<file path="config.mk">
export PLATFORM = sky130hd
export DESIGN_NAME = cp0_unit_flat
export DESIGN_NICKNAME = d
export VERILOG_FILES = /design/src/rtl/cp0_if.sv /design/src/rtl/cp0_unit.sv /design/src/flat_wrapper.sv
export SDC_FILE = /design/constraint.sdc
export NUM_CORES = 1
export LEC_CHECK = 0
export BUFFER_PORTS_ARGS = -buffer_cell sky130_fd_sc_hd__buf_2
export CORE_AREA = 2 2 105 77
export CTS_CLUSTER_SIZE = 24
export DETAILED_ROUTE_END_ITERATION = 10
export DIE_AREA = 0 0 107 79
export PLACE_DENSITY = 0.77
export SYNTH_ARGS = -nofsm -noshare
export SYNTH_HDL_FRONTEND = slang
export SYNTH_SLANG_ARGS = --single-unit
export TNS_END_PERCENT = 5
</file>
<file path="constraint.sdc">
create_clock -name clk -period 5.07 [get_ports clk]
set_input_delay 0.507 -clock clk [delete_from_list [all_inputs] [get_ports clk]]
set_output_delay 0.507 -clock clk [all_outputs]
set_load 0.01 [all_outputs]
</file>
<file path="src/rtl/cp0_if.sv">
// Coprocessor-0 bus between the M stage and the CP0 block.
// The pipeline side drives requests; CP0 returns read data and the trap request.
interface cp0_if;
  logic        en;
  logic [4:0]  cp0_addr;
  logic [31:0] cp0_in;
  logic [31:0] vpc;
  logic        bd_in;
  logic [4:0]  exc_code_in;
  logic [5:0]  hw_int;
  logic        exl_clr;
  logic [31:0] cp0_out;
  logic [31:0] epc_out;
  logic        int_req;

  modport master (
    output en, cp0_addr, cp0_in, vpc,
    output bd_in, exc_code_in, hw_int, exl_clr,
    input  cp0_out, epc_out, int_req
  );

  modport slave (
    input  en, cp0_addr, cp0_in, vpc,
    input  bd_in, exc_code_in, hw_int, exl_clr,
    output cp0_out, epc_out, int_req
  );
endinterface

</file>
<file path="src/rtl/cp0_unit.sv">
// Coprocessor 0: SR/Cause/EPC/PRId, exception and interrupt arbitration.
// Trap request is combinational; state updates on the following edge.
module cp0_unit #(
  parameter logic [31:0] PRID_VALUE = 32'h0000_2025
) (
  input logic    clk,
  input logic    reset,
  cp0_if.slave   bus
);

  logic [5:0]  im_q, im_d;
  logic        exl_q, exl_d;
  logic        ie_q, ie_d;
  logic        bd_q, bd_d;
  logic [5:0]  ip_q, ip_d;
  logic [4:0]  exc_q, exc_d;
  logic [31:0] epc_q, epc_d;

  logic int_irq;
  logic exc_req;
  logic trap;
  logic wr_sr;
  logic wr_epc;

  assign int_irq = (|(bus.hw_int & im_q)) & ie_q & ~exl_q;
  assign exc_req = (bus.exc_code_in != 5'd0) & ~exl_q;
  assign trap    = int_irq | exc_req;
  assign wr_sr   = bus.en & (bus.cp0_addr == 5'd12);
  assign wr_epc  = bus.en & (bus.cp0_addr == 5'd14);

  always_comb begin
    im_d  = im_q;
    exl_d = exl_q;
    ie_d  = ie_q;
    bd_d  = bd_q;
    exc_d = exc_q;
    epc_d = epc_q;
    ip_d  = bus.hw_int;
    if (trap) begin
      // Software writes in a trap cycle are dropped.
      exl_d = 1'b1;
      bd_d  = bus.bd_in;
      exc_d = int_irq ? 5'd0 : bus.exc_code_in;
      epc_d = bus.bd_in ? bus.vpc - 32'd4 : bus.vpc;
    end else begin
      if (wr_sr) begin
        im_d  = bus.cp0_in[15:10];
        exl_d = bus.cp0_in[1];
        ie_d  = bus.cp0_in[0];
      end
      if (wr_epc) epc_d = bus.cp0_in;
      if (bus.exl_clr) exl_d = 1'b0;
    end
  end

  always_ff @(posedge clk) begin
    if (reset) begin
      im_q  <= '0;
      exl_q <= 1'b0;
      ie_q  <= 1'b0;
      bd_q  <= 1'b0;
      ip_q  <= '0;
      exc_q <= '0;
      epc_q <= '0;
    end else begin
      im_q  <= im_d;
      exl_q <= exl_d;
      ie_q  <= ie_d;
      bd_q  <= bd_d;
      ip_q  <= ip_d;
      exc_q <= exc_d;
      epc_q <= epc_d;
    end
  end

  always_comb begin
    bus.cp0_out = '0;
    unique case (bus.cp0_addr)
      5'd12:   bus.cp0_out = {16'd0, im_q, 8'd0, exl_q, ie_q};
      5'd13:   bus.cp0_out = {bd_q, 15'd0, ip_q, 3'd0, exc_q, 2'd0};
      5'd14:   bus.cp0_out = epc_q;
      5'd15:   bus.cp0_out = PRID_VALUE;
      default: bus.cp0_out = '0;
    endcase
  end

  assign bus.epc_out = epc_q;
  assign bus.int_req = trap;

endmodule

</file>
<file path="src/flat_wrapper.sv">
// flat-port wrapper written by rule: the top's interface ports become plain ports
module cp0_unit_flat 
#(
  parameter logic [31:0] PRID_VALUE = 32'h0000_2025
)
  (clk, reset, bus_en, bus_cp0_addr, bus_cp0_in, bus_vpc, bus_bd_in, bus_exc_code_in, bus_hw_int, bus_exl_clr, bus_cp0_out, bus_epc_out, bus_int_req);
  cp0_if bus_i ();
  input logic clk;
  input logic reset;
  input wire logic [$bits(bus_i.en)-1:0] bus_en;
  input wire logic [$bits(bus_i.cp0_addr)-1:0] bus_cp0_addr;
  input wire logic [$bits(bus_i.cp0_in)-1:0] bus_cp0_in;
  input wire logic [$bits(bus_i.vpc)-1:0] bus_vpc;
  input wire logic [$bits(bus_i.bd_in)-1:0] bus_bd_in;
  input wire logic [$bits(bus_i.exc_code_in)-1:0] bus_exc_code_in;
  input wire logic [$bits(bus_i.hw_int)-1:0] bus_hw_int;
  input wire logic [$bits(bus_i.exl_clr)-1:0] bus_exl_clr;
  output wire logic [$bits(bus_i.cp0_out)-1:0] bus_cp0_out;
  output wire logic [$bits(bus_i.epc_out)-1:0] bus_epc_out;
  output wire logic [$bits(bus_i.int_req)-1:0] bus_int_req;
  assign bus_i.en = bus_en;
  assign bus_i.cp0_addr = bus_cp0_addr;
  assign bus_i.cp0_in = bus_cp0_in;
  assign bus_i.vpc = bus_vpc;
  assign bus_i.bd_in = bus_bd_in;
  assign bus_i.exc_code_in = bus_exc_code_in;
  assign bus_i.hw_int = bus_hw_int;
  assign bus_i.exl_clr = bus_exl_clr;
  assign bus_cp0_out = bus_i.cp0_out;
  assign bus_epc_out = bus_i.epc_out;
  assign bus_int_req = bus_i.int_req;
  cp0_unit #(.PRID_VALUE(PRID_VALUE)) u_core (.clk(clk), .reset(reset), .bus(bus_i));
endmodule
</file>
==> impl_metrics.sql, run 1 <==
INSERT INTO impl_metrics (metric_group, metric, value, unit) VALUES
('global_route', 'grt_pass1_vias', '2980', ''),
('sta', 'grt_setup_unrepaired', 'false', ''),
('synth', 'yosysWarnings', '0', ''),
('placed_design', 'place_hpwl', '7.45', 'mm'),
('global_route', 'number_of_antenna_violations_at_the_first_check_in_global_routing', '0', ''),
('global_route', 'grt_pass1_wl', '15.3', 'mm'),
('cts', 'htree_levels', '2', ''),
('synth', 'netlist_area', '0.00327', 'sq mm'),
('power_and_ir_drop', 'design_power_total', '927', 'uW'),
('die', 'die-area', '0.00845', 'sq mm'),
('sta', 'layout_worst_path_cycle_share', '58.8', '%'),
('placed_design', 'placement.setup.worst_slack', '2.05', 'ns'),
('run', 'timing.max_cap.violations', '0', ''),
('synth', 'post_synthesis_average_cell_area', '8.43', 'sq um'),
('cts', 'postCtsHoldBufs', '0', ''),
('cts', 'cts-buffers-inserted', '5', ''),
('placed_design', 'finalWeightedCongestion', '0.869', ''),
('worst_setup_path', 'r2r_slack', '2.58', 'ns'),
('global_route', 'grt_start_max_net_pins', '53', ''),
('drt', 'drt_pass_1_iters', '4', ''),
('finish', 'finalNonFillerCells', '616', ''),
('drt', 'avgViaCountPerCell', '5.39', ''),
('drt', 'initialDrtViolationCount', '251', ''),
('worst_setup_path', 'endpoint_kind', 'output port', ''),
('finish', 'area_growth_syn_to_layout', '25.9', '%'),
('placed_design', 'post-place-cells', '608', ''),
('power_and_ir_drop', 'vdd_drop_max', '0.000129', 'V'),
('die', 'die-width', '107', 'microns'),
('worst_setup_path', 'crit_path_start_kind', 'flop', ''),
('global_route', 'groute.usage.overall', '22.7', '%'),
('power_and_ir_drop', 'leakagePower', '1.80', 'nW'),
('worst_setup_path', 'cp.arrival', '2.47', 'ns'),
('cts', 'tritoncts', 'yes', ''),
('drt', 'via_count', '3318', ''),
('drt', 'drt.antenna.violating_nets', '0', ''),
('sta', 'timing.final.max_slew_violations', '0', ''),
('finish', 'final-seq-area', '0.00104', 'sq mm'),
('synth', 'synth.top_cell.area_share', '31.8', '%'),
('synth', 'syn-instance-count', '388', ''),
('placed_design', 'place_area', '0.00403', 'sq mm'),
('finish', 'final_layout_size_suffix_gt1_share', '33.8', '%'),
('drt', 'wl_per_cell', '15.9', 'microns'),
('sta', 'fmax', '335', 'MHz'),
('min_path', 'timing.hold.worst.class', 'in -> reg', ''),
('synth', 'synth_sequential_area_ratio', '31.8', '%'),
('synth', 'post-synth-top-area-cell', 'dfxtp_1', ''),
('sta', 'hold_viol', '0', ''),
('worst_setup_path', 'critPathMaxFanout', '42', ''),
('cts', 'buffers_inserted_during_post_cts_setup_optimization', '0', ''),
('synth', 'synth_seq_cells', '52', ''),
('sta', 'final_setup_vio_count', '0', ''),
('global_route', 'grt_overflow', '0', ''),
('sta', 'tightest_slew', '1.09', 'ns'),
('cts', 'clk_pin_slew_worst_paths', '0.10', 'ns'),
('die', 'design.portCount', '150', ''),
('sta', 'totalNegativeSetupSlack', '0', 'ns'),
('worst_setup_path', 'crit_reg_reg_endpoint', 'u_core.bus.epc_out[28]$_SDFFE_PP0P_', ''),
('power_and_ir_drop', 'power.density', '225', 'mW/mm^2'),
('min_path', 'worst_hold_startpoint', 'bus_hw_int[2]', ''),
('finish', 'num_antenna_cells', '0', ''),
('sta', 'min_period', '2.98', 'ns'),
('die', 'rows', '27', ''),
('cts', 'post_cts.resized_instances', '0', ''),
('worst_setup_path', 'critPathKind', 'reg -> out', ''),
('cts', 'worst_skew_pair_latency', '0.30', 'ns'),
('cts', 'clock_sinks', '52', ''),
('outcome', 'status', 'finished, final reports clean', ''),
('finish', 'multi_input_area', '0.00208', 'sq mm'),
('cts', 'clk_buf_depth', '2', ''),
('finish', 'fin_nets', '600', ''),
('die', 'die_h', '79', 'microns');
==> worst max-delay path, stage by stage (launching register included) <==
cell and delay, ns:
dfxtp_1 0.35, a22oi_1 0.32, a31oi_1 0.29, o31ai_4 0.24, buf_4 0.40, inv_2 0.32, buf_2 0.24
==> metal layers <==
metal	track usage [%]	routed length, microns	part of all wire [%]	vias to the layer above
li1	-	-	-	1660
met1	34.4	4850	49	1549
met2	34.1	4400	45	103
met3	2.63	474	4.8	6
met4	5.19	72	0.74	0
met5	0	0	0	-
==> Yosys cell counts (all sizes together) <==
cell type / count
nand2: 8
or4b: 1
a311oi: 1
nor3b: 5
nand3: 5
nand4: 10
and3b: 1
dfxtp: 52
nand3b: 2
and2b: 1
nor2: 54
and3: 19
buf: 13
clkbuf: 19
xnor2: 15
mux2i: 31
nor4bb: 1
o31ai: 1
nand4b: 2
a22oi: 9
or4: 3
a21oi: 13
nor3: 14
nor4: 5
a31oi: 1
ha: 1
or3: 2
inv: 5
o21ai: 5
or2: 1
and4: 1
and2: 1
a211oi: 48
nor2b: 25
xor2: 13
==> report_power, final <==
group | switching, mW | internal, mW
registers | 0.0239 | 0.439
clock network | 0.132 | 0.112
logic | 0.125 | 0.0943
==> cells by family (layout without fill, tap and decap cells) <==
group | count (synthesis) | count (layout) | synth area share, %
and+or+nand+nor | 161 | 161 | 28.9
AOI/OAI and AO/OA | 78 | 78 | 17.1
DFF | 52 | 52 | 31.8
buffers and inverters | 37 | 164 | 4.78
muxes | 31 | 31 | 9.49
xor gates and xnor gates | 28 | 28 | 7.50
adders and majority gates | 1 | 1 | 0.382
==> worst max-delay path by stage <==
stage	from	end	slack [ns]
after floorplan	bus_exc_code_in[3]	bus_int_req	2.92
after global placement	bus_cp0_addr[1]	u_core.bus.epc_out[28]$_SDFFE_PP0P_	2.12
after detailed placement	bus_cp0_addr[1]	u_core.bus.epc_out[19]$_SDFFE_PP0P_	2.05
after CTS	u_core.im_q[1]$_SDFFE_PP0P_	bus_int_req	2.13
after global routing	u_core.im_q[1]$_SDFFE_PP0P_	bus_int_req	1.96
final	u_core.im_q[1]$_SDFFE_PP0P_	bus_int_req	2.09
==> layout make-up <==
class                           count  area share [%]
Clock buffer                        8            2.19
Inverter                            5           0.456
Multi-Input combinational cell    299            50.5
Sequential cell                    52            25.3
Tap cell                          101            3.07
Timing Repair Buffer              151            18.5
==> sequential cells by signal, indices dropped and copies added (netlist names) <==
| register | flops |
|---|---|
| u_core.bus.epc_out | 32 |
| u_core.im_q | 6 |
| u_core.ip_q | 6 |
| u_core.exc_q | 5 |
| u_core.bd_q | 1 |
| u_core.exl_q | 1 |
| u_core.ie_q | 1 |
Note: power is estimated with default switching activity, not from simulation.
==> run 2, diff against run 1 <==
==> constraint.sdc (replaced) <==
create_clock -name clk -period 2.8 [get_ports clk]
set_input_delay 0.28 -clock clk [delete_from_list [all_inputs] [get_ports clk]]
set_output_delay 0.28 -clock clk [all_outputs]
set_load 0.01 [all_outputs]
==> run 2 against run 1 <==
Net effect:
- via count increased by 0.90%
- clock-buffer cell count fell by 1
- global-route usage increased by 0.62 points
- cell area increased by 0.97%
- combinational power is 83% higher
- first-iteration DRC count decreased by 29%
- sequential cell count did not move
- clock power rose by 73%
==> impl_metrics.sql, run 2 (synthesis results as in run 1) <==
INSERT INTO impl_metrics (metric_group, metric, value, unit) VALUES
('outcome', 'status', 'finished, final reports clean', ''),
('sta', 'timing.final.max_slew_violations', '0', ''),
('cts', 'clock_sinks', '52', ''),
('finish', 'final_layout_size_suffix_gt1_share', '34.5', '%'),
('sta', 'hold_viol', '0', ''),
('power_and_ir_drop', 'design_power_total', '1.66', 'mW'),
('cts', 'worst_skew_pair_latency', '0.29', 'ns'),
('worst_setup_path', 'cp.arrival', '2.02', 'ns'),
('power_and_ir_drop', 'combPwrFrac', '24.1', '%'),
('drt', 'drt.antenna.violating_nets', '0', ''),
('finish', 'num_antenna_cells', '0', ''),
('worst_setup_path', 'r2r_slack', '0.85', 'ns'),
('power_and_ir_drop', 'leakagePower', '1.83', 'nW'),
('sta', 'fmax', '434', 'MHz'),
('global_route', 'grt_overflow', '0', ''),
('cts', 'htree_levels', '2', ''),
('global_route', 'grt_pass1_vias', '3039', ''),
('die', 'core_region_area', '0.00753', 'sq mm'),
('cts', 'post_cts.resized_instances', '0', ''),
('power_and_ir_drop', 'power.density', '399', 'mW/mm^2'),
('sta', 'layout_worst_path_cycle_share', '82.2', '%'),
('global_route', 'met2_usage', '35.4', '%'),
('sta', 'tightest_slew', '0.981', 'ns'),
('cts', 'tritoncts', 'yes', ''),
('cts', 'cts-buffers-inserted', '5', ''),
('die', 'design.portCount', '150', ''),
('cts', 'clk_pin_slew_worst_paths', '0.09', 'ns'),
('sta', 'slew_headroom', '34.6', '%'),
('power_and_ir_drop', 'power.internal', '1.15', 'mW'),
('power_and_ir_drop', 'swShare', '30.8', '%'),
('power_and_ir_drop', 'vdd_drop_max', '0.000329', 'V'),
('worst_setup_path', 'critPathMaxFanout', '32', ''),
('finish', 'final-seq-area', '0.00104', 'sq mm'),
('drt', 'drt_pass_1_iters', '4', ''),
('global_route', 'grt_use_met1', '35.0', '%'),
('die', 'die_h', '79', 'microns'),
('global_route', 'groute.usage.overall', '23.3', '%'),
('drt', 'initialDrtViolationCount', '179', ''),
('finish', 'largest_register_ffs', '32', ''),
('cts', 'buffers_inserted_during_post_cts_setup_optimization', '0', ''),
('drt', 'via_count', '3348', ''),
('sta', 'clock_skew', '0.00833', 'ns'),
('finish', 'area_growth_syn_to_layout', '27.1', '%'),
('worst_setup_path', 'crit_path_start_kind', 'flop', ''),
('sta', 'final_setup_vio_count', '0', ''),
('die', 'initial_utilization', '43.4', '%'),
('finish', 'layout.cells.most_common_list', '149 x buf_2, 52 x nor2_1, 52 x dfxtp_1', ''),
('global_route', 'grt_pass1_wl', '15.7', 'mm'),
('worst_setup_path', 'critPathKind', 'reg -> out', ''),
('die', 'rows', '27', ''),
('min_path', 'timing.hold.worst.class', 'in -> reg', ''),
('drt', 'finalWirelength', '10.0', 'mm'),
('run', 'timing.max_cap.violations', '0', ''),
('power_and_ir_drop', 'clock_power_share', '25.4', '%'),
('global_route', 'number_of_antenna_violations_at_the_first_check_in_global_routing', '0', ''),
('sta', 'grt_setup_unrepaired', 'false', ''),
('placed_design', 'port_buffers', '149', ''),
('sta', 'totalNegativeSetupSlack', '0', 'ns'),
('finish', 'multi_input_area', '0.00208', 'sq mm'),
('worst_setup_path', 'critPathMaxStageDelay', '0.50', 'ns'),
('global_route', 'use_met3', '3.37', '%'),
('drt', 'wl_per_cell', '16.1', 'microns'),
('worst_setup_path', 'crit_slowest_cell', 'a31oi_1', ''),
('finish', 'fill_cells', '720', ''),
('power_and_ir_drop', 'switchingPower', '512', 'uW'),
('worst_setup_path', 'timing.critical_path.required', '2.52', 'ns'),
('finish', 'mostFrequentLayoutCell', 'buf_2', ''),
('worst_setup_path', 'cp_cell_sequence', 'a22oi_1 > a31oi_1 > o31ai_4 > inv_2 > buf_2', ''),
('global_route', 'globalRoute.busiestLayer', 'met2', ''),
('cts', 'postCtsHoldBufs', '0', ''),
('die', 'die-width', '107', 'microns'),
('placed_design', 'place_hpwl', '7.76', 'mm'),
('placed_design', 'finalWeightedCongestion', '0.894', ''),
('finish', 'fin_nets', '606', ''),
('die', 'die-area', '0.00845', 'sq mm'),
('cts', 'cts-root-buf', 'clkbuf_8', ''),
('drt', 'route.detailed.drc', '0', ''),
('worst_setup_path', 'endpoint_kind', 'output port', ''),
('cts', 'clk_buf_depth', '2', ''),
('sta', 'min_period', '2.30', 'ns'),
('global_route', 'grt_start_max_net_pins', '53', ''),
('drt', 'avgViaCountPerCell', '5.38', ''),
('power_and_ir_drop', 'p_seq_share', '50.5', '%');
-- run 2: cell count changes in the layout (fill, tap and decap cells not counted) --
cell	change
buf_4	+6
clkbuf_8	-1
clkinv_4	+1
-- run 2: per-layer routing --
| metal | share of wire [%] | up-vias | wire [microns] |
|---|---|---|---|
| li1 | - | 1665 | - |
| met3 | 4.8 | 6 | 480 |
| met1 | 50 | 1581 | 4990 |
| met2 | 44 | 96 | 4450 |
| met5 | 0 | - | 0 |
| met4 | 0.95 | 0 | 95 |
-- run 2: metrics by stage --
step                hold slack, ns  instances  utilization, %  setup slack [ns]  area (sq um)
finish                       0.211        622            55.2             0.498          4160
global route                 0.188        622            55.2             0.349          4160
CTS                          0.207        622            55.2             0.506          4160
detailed placement           0.449        614            54.1             0.758          4070
global placement             0.443        614            54.1             0.772          4070
floorplan                    0.408        388               -              1.02          3270
-- run 2: cell type report --
cell class                      instances  area share (%)
Multi-Input combinational cell        299            50.0
Sequential cell                        52            25.0
Timing Repair Buffer                  157            19.4
Tap cell                              101            3.04
Clock buffer                            7            1.84
Inverter                                5           0.451
Clock inverter                          1           0.211
-- run 2: path summary, 6_finish.rpt --
path                                    start                                  to  depth (start not counted)
setup / recovery  u_core.im_q[5]$_SDFFE_PP0P_                         bus_int_req                          5
setup reg to reg  u_core.im_q[1]$_SDFFE_PP0P_  u_core.bus.epc_out[5]$_SDFFE_PP0P_                          6
hold / removal                  bus_hw_int[1]           u_core.ip_q[1]$_SDFF_PP0_                          2
hold reg to reg      u_core.bd_q$_SDFFE_PP0N_            u_core.bd_q$_SDFFE_PP0N_                          2
-- run 2: critical path, delay by kind of cell (launching register included) --
family	cells	cell delay (ns)
AOI/OAI and AO/OA	3	0.71
DFF	1	0.37
buffers and inverters	2	0.63
-- run 2: power groups by stage --
stage	clock (mW)	combinational (mW)	sequential (mW)
6_report	0.422	0.400	0.839
5_1_grt	0.460	0.439	0.846
4_1_cts	0.429	0.399	0.838
3_5_place_dp	0	0.398	0.855
3_3_place_gp	0	0.390	0.853
2_1_floorplan	0	0.205	0.862
==> run 3, diff against run 2 <==
--- a/config.mk
+++ b/config.mk
@@ -6,10 +6,10 @@
 export NUM_CORES = 1
 export LEC_CHECK = 0
 export BUFFER_PORTS_ARGS = -buffer_cell sky130_fd_sc_hd__buf_2
-export CORE_AREA = 2 2 105 77
+export CORE_AREA = 2 2 108 78
 export CTS_CLUSTER_SIZE = 24
 export DETAILED_ROUTE_END_ITERATION = 10
-export DIE_AREA = 0 0 107 79
+export DIE_AREA = 0 0 110 80
 export PLACE_DENSITY = 0.77
 export SYNTH_ARGS = -nofsm -noshare
 export SYNTH_HDL_FRONTEND = slang
==> constraint.sdc (replaced) <==
create_clock -name clk -period 2 [get_ports clk]
set_input_delay 0.2 -clock clk [delete_from_list [all_inputs] [get_ports clk]]
set_output_delay 0.2 -clock clk [all_outputs]
set_load 0.01 [all_outputs]
==> run 3 against run 2 <==
Net effect:
- wire length is 1.9% higher
- register-to-register slack worse by 0.69 ns
- power is 42% higher
- worst hold slack worse by 0.096 ns
- die area is 4.1% higher
- clock-buffer cell count is 2 lower
- worst setup slack worse by 0.44 ns
- combinational power is 46% higher
- sequential power is 39% higher
- final cell count is 1.3% higher
- critical path type unchanged
- largest power group unchanged
- highest routed layer unchanged
==> impl_metrics.sql, run 3 (synthesis results as in run 1) <==
INSERT INTO impl_metrics (metric_group, metric, value, unit) VALUES
('outcome', 'status', 'finished, final reports clean', ''),
('power_and_ir_drop', 'leakagePower', '1.88', 'nW'),
('finish', 'mostFrequentLayoutCell', 'buf_2', ''),
('worst_setup_path', 'cp.arrival', '1.74', 'ns'),
('drt', 'route.detailed.drc', '0', ''),
('die', 'die_h', '80', 'microns'),
('sta', 'fmax', '515', 'MHz'),
('sta', 'grt_setup_unrepaired', 'true', ''),
('drt', 'initialDrtViolationCount', '214', ''),
('cts', 'clock_sinks', '52', ''),
('cts', 'clk_pin_slew_worst_paths', '0.10', 'ns'),
('power_and_ir_drop', 'design_power_total', '2.37', 'mW'),
('drt', 'finalWirelength', '10.2', 'mm'),
('finish', 'num_antenna_cells', '0', ''),
('placed_design', 'finalWeightedCongestion', '0.861', ''),
('sta', 'timing.final.max_slew_violations', '0', ''),
('finish', 'fill_cells', '745', ''),
('worst_setup_path', 'timing.critical_path.required', '1.80', 'ns'),
('run', 'timing.max_cap.violations', '0', ''),
('cts', 'htree_levels', '2', ''),
('global_route', 'groute.usage.overall', '23.0', '%'),
('sta', 'tightest_slew', '0.634', 'ns'),
('die', 'initial_utilization', '42.3', '%'),
('placed_design', 'port_buffers', '149', ''),
('cts', 'cts-buffers-inserted', '5', ''),
('cts', 'tritoncts', 'yes', ''),
('sta', 'final_setup_vio_count', '0', ''),
('worst_setup_path', 'crit_path_start_kind', 'flop', ''),
('global_route', 'grt_pass1_vias', '3133', ''),
('worst_setup_path', 'endpoint_kind', 'output port', ''),
('finish', 'fin_nets', '614', ''),
('finish', 'final_instance_area', '0.00427', 'sq mm'),
('global_route', 'number_of_antenna_violations_at_the_first_check_in_global_routing', '0', ''),
('finish', 'final_layout_size_suffix_gt1_share', '36.3', '%'),
('min_path', 'timing.hold.worst.class', 'in -> reg', ''),
('drt', 'avgViaCountPerCell', '5.28', ''),
('sta', 'clock_skew', '0.00982', 'ns'),
('sta', 'layout_worst_path_cycle_share', '97.1', '%'),
('worst_setup_path', 'critPathMaxFanout', '32', ''),
('power_and_ir_drop', 'vdd_drop_max', '0.000306', 'V'),
('worst_setup_path', 'r2r_slack', '0.16', 'ns'),
('die', 'die-width', '110', 'microns'),
('cts', 'cts-root-buf', 'clkbuf_8', ''),
('sta', 'finalHoldWorstSlack', '0.115', 'ns'),
('finish', 'largest_register_ffs', '32', ''),
('drt', 'drt_pass_1_iters', '5', ''),
('cts', 'clk_buf_depth', '2', ''),
('drt', 'via_count', '3326', ''),
('sta', 'slew_headroom', '57.6', '%'),
('worst_setup_path', 'critPathKind', 'reg -> out', ''),
('global_route', 'grt_overflow', '0', ''),
('placed_design', 'place_hpwl', '8.03', 'mm'),
('die', 'design.portCount', '150', ''),
('cts', 'worst_skew_pair_latency', '0.31', 'ns'),
('power_and_ir_drop', 'power.density', '554', 'mW/mm^2'),
('finish', 'area_growth_syn_to_layout', '30.5', '%'),
('finish', 'finalNonFillerCells', '630', ''),
('global_route', 'grt_start_max_net_pins', '48', ''),
('sta', 'hold_viol', '0', ''),
('finish', 'layout.cells.most_common_list', '149 x buf_2, 52 x nor2_1, 52 x dfxtp_1', ''),
('die', 'rows', '27', ''),
('die', 'core_region_area', '0.00774', 'sq mm'),
('drt', 'drt.antenna.violating_nets', '0', ''),
('die', 'die-area', '0.00880', 'sq mm'),
('drt', 'wl_per_cell', '16.2', 'microns'),
('placed_design', 'place_area', '0.00416', 'sq mm'),
('placed_design', 'post-place-cells', '622', ''),
('global_route', 'grt_pass1_wl', '15.9', 'mm'),
('sta', 'min_period', '1.94', 'ns');
run 3: changes by cell type in the layout (fill, tap and decap cells not counted), moves of 2 or more:
| cell | delta |
|---|---|
| buf_4 | +5 |
| clkbuf_1 | -2 |
| inv_6 | +2 |
| buf_12 | +2 |
run 3: final timing paths:
kind                                                            to  cells past startpoint                         from
worst min-delay path                     u_core.ip_q[4]$_SDFF_PP0_                      2                bus_hw_int[4]
worst min register to register            u_core.bd_q$_SDFFE_PP0N_                      2     u_core.bd_q$_SDFFE_PP0N_
worst max-delay path                                   bus_int_req                      5  u_core.im_q[0]$_SDFFE_PP0P_
worst max register to register  u_core.bus.epc_out[2]$_SDFFE_PP0P_                      6  u_core.im_q[0]$_SDFFE_PP0P_
run 3: final cells by class:
class	count	area (sq um)	share of cell area, %
clock inverters	3	21.3	0.498
inverters	5	23.8	0.557
repair buffers	165	895	21.0
well taps	101	126	2.96
clock buffers	5	68.8	1.61
multi-input cells	299	2090	49.0
flip-flops and latches	52	1040	24.4
run 3: critical path: stages (launching register included):
cell and delay (ns):
dfxtp_1 0.34, a22oi_1 0.27, a31oi_2 0.18, o31ai_4 0.30, inv_6 0.15, buf_2 0.18
run 3: metal layers:
metal	vias to the layer above	track usage, %	routed length (microns)
li1	1693	-	-
met1	1533	33.6	5000
met2	89	35.5	4550
met3	11	3.18	545
met4	0	5.06	110
met5	-	0	0
run 3: repair_timing:
action                     CTS  global route
setup endpoints to repair    1             6
buffers inserted             0             0
hold buffers                 0             0
hold endpoints to repair     0             0
gates resized for setup      2             3
run 3: through the flow:
| stage | worst slack, ns | setup TNS [ns] | util (%) |
|---|---|---|---|
| final | 0.0588 | 0 | 55.2 |
| after global routing | -0.0231 | -0.0231 | 55.2 |
| after CTS | 0.0797 | 0 | 55.0 |
| after detailed placement | 0.0432 | 0 | 53.7 |
| after global placement | 0.0913 | 0 | 53.7 |
| after floorplan | 0.304 | 0 | - |
run 3: power breakdown:
| part | switching (mW) | internal, mW |
|---|---|---|
| Sequential | 0.0549 | 1.11 |
| Combinational | 0.328 | 0.257 |
| Clock | 0.362 | 0.249 |
| Total | 0.746 | 1.62 |
